[src/rtl/pipeline_hazard_ctrl_pkg.sv]
// ---------------------------------------------------------------------------
// pipeline_hazard_ctrl_pkg
//   Shared pipeline constants for the hazard/forwarding controller.
//   - fwd_e      : operand source select encodings used by both forwarding muxes
//   - reg_num_t  : register-file index type (32 architectural registers)
//   - stage_t    : the slice of an instruction the controller tracks per stage
//   - STAGE_NOP  : stage contents of a bubble / reset slot
//   - writes_reg : does a stage produce a value for register r (r0 excluded)
// ---------------------------------------------------------------------------
package pipeline_hazard_ctrl_pkg;

   typedef enum logic [1:0] {
      FWD_RF     = 2'd0,  // register file read
      FWD_EXALU  = 2'd1,  // ALU result of the instruction in EX
      FWD_MEMALU = 2'd2,  // ALU result of the instruction in MEM
      FWD_MEMLD  = 2'd3   // load data of the instruction in MEM
   } fwd_e;

   localparam int REG_W = 5;

   typedef logic [REG_W-1:0] reg_num_t;

   typedef struct packed {
      logic     wreg;   // writes the register file
      logic     m2reg;  // result comes from data memory
      reg_num_t wn;     // destination register
   } stage_t;

   localparam stage_t STAGE_NOP = '{wreg: 1'b0, m2reg: 1'b0, wn: '0};

   // r0 is hardwired to zero, so a write to it never produces a usable value.
   function automatic logic writes_reg(input stage_t s, input reg_num_t r);
      return s.wreg && (s.wn != '0) && (s.wn == r);
   endfunction

endpackage

[src/rtl/pipeline_hazard_ctrl_fwd_sel.sv]
// ---------------------------------------------------------------------------
// fwd_sel
//   Chooses the source for one ID-stage operand.
//   Ports:
//     use_r  (in)  the ID instruction really reads this operand
//     r      (in)  source register number of the operand
//     ex     (in)  shadow state of the instruction in EX
//     mem    (in)  shadow state of the instruction in MEM
//     sel    (out) 2-bit source select (fwd_e encoding)
//   The EX producer is the youngest, so an EX ALU match wins over any MEM
//   match. A load sitting in EX cannot be forwarded (its data does not exist
//   yet); that case is handled by the load-use stall in the top level.
// ---------------------------------------------------------------------------
module fwd_sel
   import pipeline_hazard_ctrl_pkg::*;
(
   input  logic     use_r,
   input  reg_num_t r,
   input  stage_t   ex,
   input  stage_t   mem,
   output logic [1:0] sel
);

   fwd_e sel_e;

   always_comb begin
      sel_e = FWD_RF;
      if (use_r) begin
         if (writes_reg(ex, r) && !ex.m2reg) begin
            sel_e = FWD_EXALU;
         end else if (writes_reg(mem, r)) begin
            sel_e = mem.m2reg ? FWD_MEMLD : FWD_MEMALU;
         end
      end
   end

   assign sel = sel_e;

endmodule

[src/rtl/pipeline_hazard_ctrl.sv]
// ---------------------------------------------------------------------------
// pipeline_hazard_ctrl
//   Hazard detection and operand forwarding for a 5-stage in-order pipeline.
//   Tracks the destination info of the instructions in EX and MEM, detects
//   load-use hazards (one-cycle stall plus bubble), selects forwarding paths
//   for both ID operands and optionally squashes IF on a taken branch/jump.
//
//   Parameters:
//     DELAY_SLOT  1 = architectural branch delay slot (never squash IF)
//                 0 = squash the IF/ID instruction on a taken branch/jump
//     CNT_W       width of the saturating performance counters
//   Ports:
//     clk, reset          clock, synchronous active-high reset
//     id_rs, id_rt        source registers of the ID instruction
//     id_use_rs/rt        ID instruction really reads rs/rt
//     id_wreg, id_m2reg   ID instruction writes regfile / is a load
//     id_wn               destination register of the ID instruction
//     id_jump_taken       ID resolved a taken branch or jump
//     wpcir               PC and IF/ID write enable (0 = hold)
//     bubble              zero the control bits going into ID/EX
//     flush_if            replace the IF/ID instruction by a NOP
//     fwd_a, fwd_b        operand source selects (fwd_e encoding)
//     stall_cnt           number of stall cycles, saturating
//     flush_cnt           number of IF squash cycles, saturating
//
//   Handshake: there is no valid/ready pair here; wpcir is the only
//   back-pressure. When wpcir=0 the ID instruction is held and presented
//   again next cycle, while a bubble (all-zero control) enters EX.
// ---------------------------------------------------------------------------
module pipeline_hazard_ctrl
   import pipeline_hazard_ctrl_pkg::*;
#(
   parameter int DELAY_SLOT = 1,
   parameter int CNT_W      = 16
) (
   input  logic             clk,
   input  logic             reset,
   input  logic [4:0]       id_rs,
   input  logic [4:0]       id_rt,
   input  logic             id_use_rs,
   input  logic             id_use_rt,
   input  logic             id_wreg,
   input  logic             id_m2reg,
   input  logic [4:0]       id_wn,
   input  logic             id_jump_taken,
   output logic             wpcir,
   output logic             bubble,
   output logic             flush_if,
   output logic [1:0]       fwd_a,
   output logic [1:0]       fwd_b,
   output logic [CNT_W-1:0] stall_cnt,
   output logic [CNT_W-1:0] flush_cnt
);

   localparam logic             SQUASH_IF = (DELAY_SLOT == 0);
   localparam logic [CNT_W-1:0] CNT_MAX   = '1;
   localparam logic [CNT_W-1:0] CNT_ONE   = CNT_W'(1);

   stage_t id_stage;
   stage_t ex_d;
   stage_t ex_q;
   stage_t mem_q;
   logic   rs_hit;
   logic   rt_hit;
   logic   load_use;

   assign id_stage = '{wreg: id_wreg, m2reg: id_m2reg, wn: id_wn};

   // A load in EX delivers its data only at the end of MEM, so any consumer
   // directly behind it must wait one cycle. After that cycle the load is in
   // MEM and the FWD_MEMLD path covers it.
   always_comb begin
      rs_hit   = id_use_rs && (ex_q.wn == id_rs);
      rt_hit   = id_use_rt && (ex_q.wn == id_rt);
      load_use = ex_q.wreg && ex_q.m2reg && (ex_q.wn != '0) && (rs_hit || rt_hit);
   end

   // Stall beats a taken jump: the jump is held in ID and re-resolved next
   // cycle, so squashing IF now would lose the held slot.
   always_comb begin
      wpcir    = !load_use;
      bubble   = load_use;
      flush_if = SQUASH_IF && id_jump_taken && !load_use;
      ex_d     = load_use ? STAGE_NOP : id_stage;
   end

   fwd_sel u_fwd_rs (
      .use_r (id_use_rs),
      .r     (id_rs),
      .ex    (ex_q),
      .mem   (mem_q),
      .sel   (fwd_a)
   );

   fwd_sel u_fwd_rt (
      .use_r (id_use_rt),
      .r     (id_rt),
      .ex    (ex_q),
      .mem   (mem_q),
      .sel   (fwd_b)
   );

   // Shadow copies of the EX and MEM stage control fields.
   always_ff @(posedge clk) begin
      if (reset) begin
         ex_q  <= STAGE_NOP;
         mem_q <= STAGE_NOP;
      end else begin
         ex_q  <= ex_d;
         mem_q <= ex_q;
      end
   end

   // Saturating event counters.
   always_ff @(posedge clk) begin
      if (reset) begin
         stall_cnt <= '0;
         flush_cnt <= '0;
      end else begin
         if (load_use && (stall_cnt != CNT_MAX)) begin
            stall_cnt <= stall_cnt + CNT_ONE;
         end
         if (flush_if && (flush_cnt != CNT_MAX)) begin
            flush_cnt <= flush_cnt + CNT_ONE;
         end
      end
   end

endmodule

[config.mk]
export PLATFORM = sky130hd
export DESIGN_NAME = pipeline_hazard_ctrl
export DESIGN_NICKNAME = d
export VERILOG_FILES = /design/src/rtl/pipeline_hazard_ctrl_pkg.sv /design/src/rtl/pipeline_hazard_ctrl_fwd_sel.sv /design/src/rtl/pipeline_hazard_ctrl.sv
export SDC_FILE = /design/constraint.sdc
export NUM_CORES = 1
export LEC_CHECK = 0
export CAP_MARGIN = 10
export CELL_PAD_IN_SITES_DETAIL_PLACEMENT = 0
export CELL_PAD_IN_SITES_GLOBAL_PLACEMENT = 1
export CORE_ASPECT_RATIO = 0.5
export CORE_MARGIN = 1.5
export CORE_UTILIZATION = 35
export CTS_BUF_LIST = sky130_fd_sc_hd__clkbuf_8 sky130_fd_sc_hd__clkbuf_16
export DETAILED_ROUTE_END_ITERATION = 8
export PLACE_DENSITY = 0.86
export SYNTH_ARGS = -nofsm -noshare
export SYNTH_HDL_FRONTEND = slang
export SYNTH_SLANG_ARGS = --single-unit
[constraint.sdc]
create_clock -name clk -period 4.7 [get_ports clk]
set_input_delay 0.94 -clock clk [delete_from_list [all_inputs] [get_ports clk]]
set_output_delay 0.94 -clock clk [all_outputs]
set_load 0.005 [all_outputs]
After elaboration in Yosys (flattened, before gate mapping)
Index checks and enable logic that the tools add are counted.
{"block": "word_totals", "wordCells": 40, "ram_bits": 0, "register_bits": 30, "latchBits": 0, "mem_bits_ro": 0, "output_inout_bits": 39, "memories": 0}
{"block": "op_classes", "reduce_logical": 20, "n_eq_ne": 5, "n_addsub": 1, "mul": 0, "bitwise_logic": 0, "shifts": 0, "n_mux": 7, "order_cmp": 0, "n_div": 0}
{"operator": "== test 5 bit", "n": 4}
{"operator": "adder 16 x 1 -> 16 bit (second input constant)", "n": 1}
{"operator": "inequality test 16 bit (second input constant)", "n": 1}
{"operator": "logical AND 1 bit", "n": 14}
{"operator": "2-to-1 mux 2 bit", "n": 6}
{"operator": "nonzero test 5 bit", "n": 2}
{"operator": "logical NOT 1 bit", "n": 2}
{"operator": "OR reduction 2 bit", "n": 1}
{"operator": "logical OR 1 bit", "n": 1}
{"operator": "2-to-1 mux 1 bit", "n": 1}

Longest topological paths before layout
{"block": "depth", "ltp_word": 6, "mapped_depth": 8, "mapped_depth_nobuf": 6}

Cells and area by module
Synthesis repeated with hierarchy kept, for this count alone.
{"block": "unflattened", "hier_cells": 216, "area_unflattened_um2": 1913.1}
{"mod": "pipeline_hazard_ctrl", "area_each_um2": 1570.3, "cells_per_inst": 172, "n_inst": 1}
{"mod": "fwd_sel", "area_each_um2": 171.4, "cells_per_inst": 22, "n_inst": 2}

Worst setup path before layout
Ideal clock, no wire load.
{"block": "synth_timing", "path_kind": "input -> output", "startpoint": "input port id_rt[2]", "endpoint": "output port fwd_b[0]", "arrival_ns": 1.829, "slack_ns": 1.931, "cell_stages": 4, "required_time_ns": 3.760, "cell_sequence": "xor2_1 -> nor3_1 -> nor4b_1 -> a22o_1"}
{"block": "synth_via", "elab_chain_cells": 5, "word_cells_on_any_way": 8, "cone_classes": "eq/ne: 2; mux: 3; reduce/logical: 3"}
{"element": "start: declaration", "line": "pipeline_hazard_ctrl.sv:39", "rtl": "input logic [4:0] id_rt,"}
{"element": "== test 5 bit", "line": "pipeline_hazard_ctrl_pkg.sv:33", "rtl": "return s.wreg && (s.wn != '0) && (s.wn == r);"}
{"element": "logical AND 1 bit", "line": "pipeline_hazard_ctrl_pkg.sv:33"}
{"element": "2-to-1 mux 2 bit or logical AND 1 bit (tied branches)", "line": "pipeline_hazard_ctrl_fwd_sel.sv:31, pipeline_hazard_ctrl_fwd_sel.sv:29"}
{"element": "2-to-1 mux 2 bit *", "line": "pipeline_hazard_ctrl_fwd_sel.sv:29", "rtl": "if (writes_reg(ex, r) && !ex.m2reg) begin"}
{"element": "2-to-1 mux 2 bit *", "line": "pipeline_hazard_ctrl_fwd_sel.sv:28", "rtl": "if (use_r) begin"}
{"element": "end: declaration", "line": "pipeline_hazard_ctrl.sv:50", "rtl": "output logic [1:0] fwd_b,"}
Mark *: on every way between the ends. The rest lies on a longest branch, timed or not.

Worst setup path after layout
Ends and elaborated chain as after synthesis.

==> impl_metrics.csv <==
group,metric,value,unit
grt,grt_pass1_vias,1437,
drt,dr.pass1.iters,4,
setup_path,cp.arrival,2.99,ns
yosys,synth-compound-area-share,14.9,%
die,num_rows,17,
yosys,synthArstFlopShare,0,%
final_layout,fill_cells,446,
yosys,synth_common_cells,"30 x dfxtp_1, 18 x buf_4, 18 x xor2_1",
clock_network,cts_resized,0,
setup_path,worstReg2RegStart,"ex_q[2]",
drt,avgRoutedWirePerCell,12.5,um
setup_path,reg2reg_to,"stall_cnt[14]",
sta,fin_worst_skew,0.00546,ns
yosys,synth_fa_ha_area_share,0.736,%
setup_path,r2r_cells,6,
worst_hold_path,hold_class,"register to register",
sta,rsz0062_at_grt,"no",
clock_network,clock_latency,0.28,ns
setup_path,crit_end,"fwd_b[0]",
final_layout,finalInstanceArea,2230,um^2
grt,antenna_found_initial,0,
drt,viasPerCell,5.06,
yosys,syn_area_per_cell,8.63,um^2
yosys,synth_edf_count,0,
die,start_util,37.5,%
final_layout,drive_gt1_share,5.39,%
clock_network,post_cts_buffers,0,
yosys,yosys-mux-area-fraction,0.663,%
setup_path,crit_type,"input port to primary output",
sta,drv_slew,0,
yosys,synth_flop_cell,"dfxtp_1",
yosys,synth_top_family_by_area,"simple AND/OR/NAND/NOR gates",
run_status,outcome,"completed",
drt,ant_nets,0,
sta,fmax,0.254,GHz
yosys,syn_area,1700,um^2
grt,track_usage,15.2,%
yosys,ys_types,38,
sta,min_period,3.93,ns
placement,dp_cells,300,
die,fp.coreArea,4530,um^2
clock_network,cts-htree-levels,2,
drt,dr_total_vias,1554,
clock_network,cts_buffers,5,
die,die_w,102,um
sta,finalCritPeriodShare,83.7,%
final_layout,finalNonFillerCells,307,
yosys,syn_inst,197,
clock_network,cts.clk_slew.worst_paths,0.06,ns
setup_path,path_max_fanout,3,
setup_path,critPathCaptureType,"primary output",
yosys,yosysWarnings,0,
power_and_ir_drop,total_power,0.585,mW
grt,grt_max_degree,32,
sta,setup_violations,0,
die,die_area,5310,um^2
clock_network,cts_tree,"yes",
die,io_pins,61,
setup_path,r2r_slack,2.61,ns
sta,hold_viol,0,
yosys,yosys-top-cells-area,"dfxtp_1 35%, xor2_1 9.3%, buf_4 8.0%",
grt,grt_pass1_wl,6190,um
final_layout,nets,264,
placement,dp_hpwl,2730,um
drt,drtIter0Drc,25,
placement,place.port_buffers,42,
setup_path,worst_setup_path_start_kind,"input port",
setup_path,critPathRequiredTime,3.76,ns
drt,drc,0,
clock_network,max-clock-path-buffers,2,
run,max_cap_viol_count,0,
sta,fin_setup_tns,0,ns
placement,gp_congestion,0.841,
power_and_ir_drop,peakVddDrop,0.000120,V
yosys,yosysTopAreaCellShare,35.3,%
yosys,ys_ff_latch,30,
final_layout,antenna_cells,0,
yosys,synthSimpleGateAreaFrac,27.1,%
yosys,synthXorXnorAreaFrac,10.3,%
yosys,synth.yosys.seq_area_share,35.3,%
placement,placed_area,2120,um^2
power_and_ir_drop,p_leak,0.803,nW
yosys,yosysMostFrequentCell,"dfxtp_1",
final_layout,areaGrowthSynthToFinish,31.5,%
die,fp.dieH,52.3,um
clock_network,clkSinkCount,30,
final_layout,seq_area,601,um^2
clock_network,ctsRootBufferMaster,"clkbuf_8",
yosys,yosys.area.top_type,"dfxtp_1",
final_layout,multi_input_area,977,um^2
setup_path,crit_start,"id_rt[2]",
clock_network,cts-hold-fix-buffers,0,
power_and_ir_drop,power_density,262,nW/um^2
grt,gr-total-overflow,0,
drt,totalWireLength,3830,um
-- how the worst min path moves through the flow --
stage               startpoint        to  slack, ns  cells past startpoint
floorplan              ex_q[5]  mem_q[5]       0.45                      1
global placement       ex_q[5]  mem_q[5]       0.46                      1
detailed placement     ex_q[5]  mem_q[5]       0.47                      1
CTS                    ex_q[5]  mem_q[5]       0.48                      1
global route           ex_q[6]  mem_q[6]       0.50                      1
finish                 ex_q[5]  mem_q[5]       0.47                      1
-- critical path: stages --
cell and delay [ns]:
clkdlybuf4s50_1 0.45, xor2_1 0.16, nor3_1 0.35, nor4b_1 0.41
a22o_1 0.19, clkdlybuf4s50_1 0.49
-- cell type report --
type                    count  share of cell area, %
inverters                   5                  0.840
well taps                  66                   3.70
repair buffers             45                   19.8
clock inverters             1                   1.34
flip-flops and latches     30                   26.9
multi-input cells         154                   43.7
clock buffers               6                   3.70
-- layer usage --
layer  GRT usage, %  part of all wire (%)  vias to the layer above
met3           4.00                   5.8                        5
li1               -                     -                      774
met2           27.4                    47                       41
met5              0                     0                        -
met4           6.25                   1.1                        0
met1           17.4                    46                      734
-- state kept, by name (all words and copies together), names as in the netlist --
name,cells
stall_cnt,16
ex_q,7
mem_q,7
-- logic make-up after synthesis --
family	Yosys count
and+or+nand+nor	77
AOI/OAI and AO/OA	38
DFF	30
buffers and inverters	29
xor gates and xnor gates	20
adders and majority gates	1
other	1
muxes	1
-- layout by cell type (no fill, tap or decap), types with 2 or more instances in the layout --
cell type         n
nor3_1            3
and4_1            3
or3_1             2
clkdlybuf4s50_1  42
o21ai_0           2
nor3b_1           2
nor4_1            4
clkbuf_8          6
o31ai_1          12
or4_1            12
dfxtp_1          30
nand2_1          12
xor2_1           18
a22o_1            2
nand3_1           5
inv_1             5
nor2_1            7
buf_4             3
o21a_1            2
and2_1            9
conb_1           17
nand4_1           6
xnor2_1           2
nor2b_1           7
a21oi_1          14
-- power by group --
part,internal (mW),leakage (nW),switching (mW)
logic,0.0295,0.501,0.0287
clock network,0.169,0.0573,0.0916
registers,0.260,0.245,0.00608
-- through the flow --
step	setup WS (ns)	utilization [%]	hold slack (ns)
after CTS	0.818	49.3	0.475
after global routing	0.639	49.3	0.501
after global placement	0.841	46.8	0.464
after detailed placement	0.832	46.8	0.467
final	0.766	49.3	0.473
after floorplan	1.93	-	0.451
(Power assumes the default switching activity.)
